--- src/rtl/ram_addr_pkg.sv ---
// Shared types for the RAM write-address sequencer.
package ram_addr_pkg;

  typedef enum logic [1:0] {
    SEQ_IDLE = 2'd0,
    SEQ_RUN  = 2'd1,
    SEQ_DONE = 2'd2
  } seq_state_t;

  localparam logic DIR_DOWN = 1'b0;
  localparam logic DIR_UP   = 1'b1;

endpackage

--- src/rtl/strobe_rise_det.sv ---
// Rising-edge detector for an active-low strobe: one step per completed low phase.
module strobe_rise_det (
  input  logic clk_2,
  input  logic reset_n,
  input  logic strb_n,
  output logic step
);

  logic strb_n_q;

  // Idle-high history, so a strobe that is high when reset releases is not seen as an edge.
  always_ff @(posedge clk_2) begin
    if (!reset_n) strb_n_q <= 1'b1;
    else          strb_n_q <= strb_n;
  end

  assign step = !strb_n_q && strb_n;

endmodule

--- src/rtl/ram_addr_seq.sv ---
// Parametrised RAM write-address sequencer: steps once per ram_wr_n strobe,
// up or down from start_addr to end_addr, then wraps or stops.
module ram_addr_seq
  import ram_addr_pkg::*;
#(
  parameter int                ADDR_W     = 11,
  parameter logic [ADDR_W-1:0] RESET_ADDR = '1
) (
  input  logic              clk_2,
  input  logic              reset_n,
  input  logic              start,
  input  logic [ADDR_W-1:0] start_addr,
  input  logic [ADDR_W-1:0] end_addr,
  input  logic              dir,
  input  logic              wrap_en,
  input  logic              ram_wr_n,
  output logic [ADDR_W-1:0] ram_addr,
  output logic              busy,
  output logic              done,
  output logic              wrap,
  output logic              ovr,
  output logic [ADDR_W:0]   wr_count
);

  typedef struct packed {
    logic [ADDR_W-1:0] start_addr;
    logic [ADDR_W-1:0] end_addr;
    logic              dir;
    logic              wrap_en;
  } seq_cfg_t;

  seq_cfg_t          cfg;
  seq_state_t        state;
  logic              step;
  logic              at_end;
  logic [ADDR_W-1:0] addr_nxt;
  logic [ADDR_W:0]   cnt_nxt;

  strobe_rise_det u_rise (
    .clk_2   (clk_2),
    .reset_n (reset_n),
    .strb_n  (ram_wr_n),
    .step    (step)
  );

  always_comb begin
    at_end   = (ram_addr == cfg.end_addr);
    addr_nxt = (cfg.dir == DIR_UP) ? ram_addr + 1'b1 : ram_addr - 1'b1;
    cnt_nxt  = (&wr_count) ? wr_count : wr_count + 1'b1;
  end

  always_ff @(posedge clk_2) begin
    if (!reset_n) begin
      ram_addr <= RESET_ADDR;
      cfg      <= '0;
      state    <= SEQ_IDLE;
      busy     <= 1'b0;
      done     <= 1'b0;
      wrap     <= 1'b0;
      ovr      <= 1'b0;
      wr_count <= '0;
    end else begin
      wrap <= 1'b0;
      ovr  <= 1'b0;
      // start wins over a coincident step; that step is simply dropped
      if (start) begin
        ram_addr <= start_addr;
        cfg      <= '{start_addr: start_addr, end_addr: end_addr,
                      dir: dir, wrap_en: wrap_en};
        wr_count <= '0;
        done     <= 1'b0;
        state    <= SEQ_RUN;
        busy     <= 1'b1;
      end else if (step) begin
        case (state)
          SEQ_RUN: begin
            wr_count <= cnt_nxt;
            if (!at_end) begin
              ram_addr <= addr_nxt;
            end else if (cfg.wrap_en) begin
              ram_addr <= cfg.start_addr;
              wrap     <= 1'b1;
            end else begin
              state <= SEQ_DONE;
              busy  <= 1'b0;
              done  <= 1'b1;
            end
          end
          default: ovr <= 1'b1;
        endcase
      end
    end
  end

endmodule

--- config.mk ---
export PLATFORM = sky130hd
export DESIGN_NAME = ram_addr_seq
export DESIGN_NICKNAME = d
export VERILOG_FILES = /design/src/rtl/ram_addr_pkg.sv /design/src/rtl/strobe_rise_det.sv /design/src/rtl/ram_addr_seq.sv
export SDC_FILE = /design/constraint.sdc
export NUM_CORES = 1
export LEC_CHECK = 0
export ABC_CLOCK_PERIOD_IN_PS = 2140
export BUFFER_PORTS_ARGS = -buffer_cell sky130_fd_sc_hd__clkbuf_2
export CORE_ASPECT_RATIO = 0.8
export CORE_MARGIN = 3
export CORE_UTILIZATION = 37
export DETAILED_ROUTE_END_ITERATION = 8
export PLACE_DENSITY = 0.56
export SYNTH_ARGS = -nofsm -noshare
export SYNTH_HDL_FRONTEND = slang
export SYNTH_SLANG_ARGS = --single-unit
--- constraint.sdc ---
create_clock -name clk_2 -period 2.14 [get_ports clk_2]
set_input_delay 0.642 -clock clk_2 [delete_from_list [all_inputs] [get_ports clk_2]]
set_output_delay 0.642 -clock clk_2 [all_outputs]
set_load 0.05 [all_outputs]
Yosys cells after proc, flatten, opt, wreduce, memory -nomap -nowiden

Cells that the tools add are included.

Equal/unequal tests: 4
Muxes and demuxes: 18
$add $sub $neg: 3
Bitwise logic cells: 6
Reductions and logical operators: 13

Operators with widths:

| cell                                                                  | number |
|---|---|
| 11-bit two-way mux                                                    | 6 |
| 12-bit by 1-bit adder with 12-bit output, second input constant       | 1 |
| 1-bit two-way mux                                                     | 12 |
| 12-bit AND reduction                                                  | 1 |
| 11-bit by 1-bit adder with 11-bit output, second input constant       | 1 |
| 11-bit equality test                                                  | 1 |
| 11-bit by 1-bit subtractor with 11-bit output, second input constant  | 1 |
| 4-bit AND reduction                                                   | 2 |
| 1-bit inverter                                                        | 6 |
| 3-bit AND reduction                                                   | 2 |
| 2-bit nonzero test                                                    | 3 |
| 5-bit OR reduction                                                    | 1 |
| 3-bit inequality test, second input constant                          | 1 |
| 3-bit OR reduction                                                    | 1 |
| 2-bit by 1-bit equality test with 1-bit output, second input constant | 1 |
| 2-bit inequality test, second input constant                          | 1 |
| 2-bit OR reduction                                                    | 1 |
| 1-bit logical AND                                                     | 1 |
| 1-bit zero test                                                       | 1 |

Word-level logic and storage cells: 56
Output and inout port bits: 27
Bits in registers: 53

Depth between registers and ports, before layout

Word-level depth: 6
Mapped depth: 8

By module

From an unflattened synthesis, not the netlist that was laid out.

Cells, all modules: 308
Area total of the unflattened synthesis: 2737.6 µm²

By module, submodules not included:

| module          | cells an instance | times used | area an instance (µm²) | sequential area each (µm²) |
|---|---|---|---|---|
| ram_addr_seq    | 305               | 1          | 2697.6                 | 1021.0 |
| strobe_rise_det | 3                 | 1          | 40.0                   | 20.0 |

Least setup slack after synthesis

OpenSTA, ideal clock, no wires.

Path type: register to register
Start point: register ram_addr[0]
End point: register ram_addr[4]
Setup slack: -0.112 ns
Clock period less this slack: 2.252 ns
Arrival time: 2.130 ns
Cell stages (with the launch flop): 8
Buffers on the path: 0
Required time: 2.018 ns
Library setup time: 0.122 ns
Path through: dfxtp_1 > inv_1 > fa_1 > nor2b_1 > o31a_1 > a211oi_1 > a31o_1 > a221o_1

Word-level cells in the longest chain between the ends: 6
Elaborated cells between the ends (all ways): 10
Those cells by class: add/sub (2); eq/ne (2); mux (5); reduce/logical (1)

Ends and longest elaborated chain:

| element                                                                                                   | RTL line           | source |
|---|---|---|
| from (decl)                                                                                               | ram_addr_seq.sv:17 | `output logic [ADDR_W-1:0] ram_addr,` |
| from (signal assigned)                                                                                    | ram_addr_seq.sv:67 | `ram_addr <= start_addr;` |
| from (signal assigned)                                                                                    | ram_addr_seq.sv:79 | `ram_addr <= addr_nxt;` |
| from (signal assigned)                                                                                    | ram_addr_seq.sv:81 | `ram_addr <= cfg.start_addr;` |
| 11-bit by 1-bit subtractor with 11-bit output or 11-bit by 1-bit adder with 11-bit output (tied branches) | ram_addr_seq.sv:48 | `addr_nxt = (cfg.dir == DIR_UP) ? ram_addr + 1'b1 : ram_addr - 1'b1;` |
| 11-bit two-way mux                                                                                        | ram_addr_seq.sv:48 |  |
| 11-bit two-way mux                                                                                        | ram_addr_seq.sv:78 | `if (!at_end) begin` |
| 11-bit two-way mux                                                                                        | ram_addr_seq.sv:75 | `case (state)` |
| 11-bit two-way mux                                                                                        | ram_addr_seq.sv:74 | `end else if (step) begin` |
| 11-bit two-way mux                                                                                        | ram_addr_seq.sv:66 | `if (start) begin` |

Parallel ways exist; a longest one is shown, timed or not. The select of a mux whose other input is x is not followed.
A chain may end at the register's enable or synchronous reset.

Worst setup path after layout

Same ends and word-level chain as after synthesis.

==> results.toml <==
[cts]
hold_buffers = 0
cts_tree = "yes"
htreeDepth = 2
cts_max_path_buffers = 2
root_buffer = "clkbuf_8"
clk_pin_slew_ps = 90
clock_latency_ps = 300
cts_sinks = 52
cts_buffers = 5

[synthesis]
seq_area_frac_synth = 0.3729
async_flop_share = 0
avgSynthCellArea_um2 = 9.034
ys_types = 50
synth_edf_count = 0
ys_ff_latch = 52
synthFlopType = "dfxtp_1"
syn-cell-area_um2 = 2791
synth-warning-count = 0
synth_cells = 309
synth_nets = 348

[power]
irDropWorstVdd_mv = 0.2999
power_frac_seq = 0.500
powerDensity_nw_per_um2 = 625.9
power.internal_mw = 1.489
switching_power_uw = 626.7
power_frac_clock = 0.272
swShare = 0.2962
leakage_nw = 1.424
p_comb_frac = 0.227

[job]
drv_cap = 0

[detailed_routing]
drc = 0
drtAntennaViolNets = 0
vias = 2361
wire_per_inst_um = 14.37
first_iter_violations = 105
first_pass_iters = 6
routed_via_density = 5.056
wl_um = 6711

[global_route]
grt_pass1_vias = 2189
grt_first_pass_wirelength_um = 11260
grt_max_degree = 20
gr-total-overflow = 0
antenna_found_initial = 0
grt_use_total = 0.1617

[timing]
setup_slack_ps = 117.0
final-setup-viol-count = 0
drv_slew = 0
relSlewSlack = 0.6964
holdWs_ps = 438.9
period_share = 0.9453
clock.fmax_mhz = 494.3
period_minus_slack_ps = 2023
fin_skew_ps = 6.375
finalHoldViolations = 0
worst_pin_slew_ps = 454.3

[place]
pre_cts_ws_ps = 61.91
placed_area_um2 = 3261
port_buffers = 54
place_hpwl_um = 5281
globalplace.congestion = 0.8782

[die]
core_um2 = 7094
start_util = 0.3935
die_w_um = 103.1
ios = 55
die_area_um2 = 8629
die_height_um = 83.69
row_count = 27

[setup_path]
crit_path_start_kind = "flop"
cp.arrival_ps = 2220
reg2reg_from = "ram_addr[0]"
regToRegEndpoint = "ram_addr[4]"
worstSetupPathType = "reg2reg"
rrSetupSlack_ps = 120
path_max_fanout = 7
cp-end-kind = "flop"
cp.required_ps = 2330
worst-r2r-cell-count = 7

[worst_hold_path]
min_from = "u_rise.strb_n_q"
hold_path_class = "reg2reg"
min_path_cells = 1
min_to = "ovr"

[finish]
nets = 418
diodes = 0
drive_gt1_frac = 0.2632
mostFrequentLayoutCells = "clkbuf_2 (54), dfxtp_1 (49), nand2_1 (33)"
mostFrequentLayoutCell = "clkbuf_2"
design_area_um2 = 3379
area_growth_pct = 21.07

[status]
status = "complete, no violations"
-- repair_timing --
| action | in CTS | in global routing |
|---|---|---|
| resized for setup | 0 | 9 |
| setup endpoints to repair | 0 | 4 |
| setup buffers | 0 | 1 |
| endpoints found under the hold margin | 0 | 0 |
-- cells in the mapped netlist (3+ instances only) --
cell type | count | area (um^2)
and4_1 | 3 | 26.28
xor2_1 | 5 | 43.79
nor2b_1 | 19 | 118.9
clkbuf_1 | 7 | 26.28
mux2i_1 | 16 | 160.2
o21a_1 | 3 | 22.52
a21boi_0 | 10 | 75.07
o21ai_0 | 6 | 30.03
nand2b_1 | 14 | 87.58
buf_2 | 3 | 15.01
nand3_1 | 10 | 50.05
nand2_1 | 33 | 123.9
xnor2_1 | 19 | 166.4
ha_1 | 10 | 125.1
dfxtp_1 | 52 | 1041
inv_1 | 8 | 30.03
a21oi_1 | 6 | 30.03
o21ai_1 | 9 | 45.04
nor2_1 | 22 | 82.58
a211oi_1 | 5 | 37.54
a221oi_2 | 4 | 60.06
a221o_1 | 5 | 50.05
nor3_1 | 6 | 30.03
nand4_1 | 6 | 37.54
-- power by group through the flow --
| stage | sequential (mW) | clock (mW) | combinational (mW) |
|---|---|---|---|
| after floorplan | 1.13 | 0 | 0.278 |
| after global placement | 1.08 | 0 | 0.461 |
| after detailed placement | 1.08 | 0 | 0.464 |
| after CTS | 1.06 | 0.596 | 0.467 |
| after global routing | 1.06 | 0.645 | 0.532 |
| final | 1.06 | 0.576 | 0.481 |
-- logic make-up after synthesis --
| logic type | share of synthesized area |
|---|---|
| AOI/OAI and AO/OA | 0.1614 |
| DFF | 0.3729 |
| xor gates and xnor gates | 0.07530 |
| adders and majority gates | 0.05199 |
| and+or+nand+nor | 0.2434 |
| muxes | 0.06141 |
| buffers and inverters | 0.03362 |
-- worst max path at each step --
stage	from	end	slack, ps	cells past startpoint
final	ram_addr[0]	ram_addr[4]	120	7
after global routing	cfg[1]	ram_addr[10]	-20	7
after CTS	cfg[1]	ram_addr[10]	30	7
after detailed placement	cfg[1]	ram_addr[10]	60	7
after global placement	cfg[1]	ram_addr[10]	70	8
after floorplan	ram_addr[9]	ram_addr[10]	10	6
-- per-stage QoR --
| step | TNS [ps] | util | power (mW) | instances |
|---|---|---|---|---|
| after floorplan | 0 | - | 1.409 | 309 |
| after global placement | 0 | 0.4596 | 1.541 | 458 |
| after detailed placement | 0 | 0.4596 | 1.545 | 458 |
| after CTS | 0 | 0.4723 | 2.122 | 466 |
| after global routing | -19.69 | 0.4764 | 2.242 | 467 |
| final | 0 | 0.4764 | 2.115 | 467 |
-- area by class of cell --
| type | count | area (um^2) |
|---|---|---|
| sequential | 52 | 1045 |
| fill | 721 | 3715 |
| clock buffer | 8 | 90.09 |
| timing repair buffer | 75 | 427.9 |
| tap | 87 | 108.9 |
| multi-input combinational | 237 | 1678 |
| inverter | 8 | 30.03 |
-- worst max-delay path, cell delays in order, from the launching register on --
cell and delay [ps]:
dfxtp_2 430, inv_1 90, fa_1 470, nor2b_1 160, o31a_1 200, a211oi_1 80
a31o_1 200, a221o_1 310
-- state kept, by name, indices dropped and copies added (netlist names) --
register	flops
cfg	24
ovr	1
ram_addr	11
state	2
u_rise.strb_n_q	1
wr_count	12
wrap	1
-- layer usage --
layer,vias up,GRT usage,share of wire
li1,1242,-,-
met1,1066,0.2711,0.57
met2,49,0.2044,0.38
met3,4,0.03676,0.043
met4,0,0.02824,0.0057
met5,-,0,0
No activity file was read; power rests on OpenSTA's default activity.
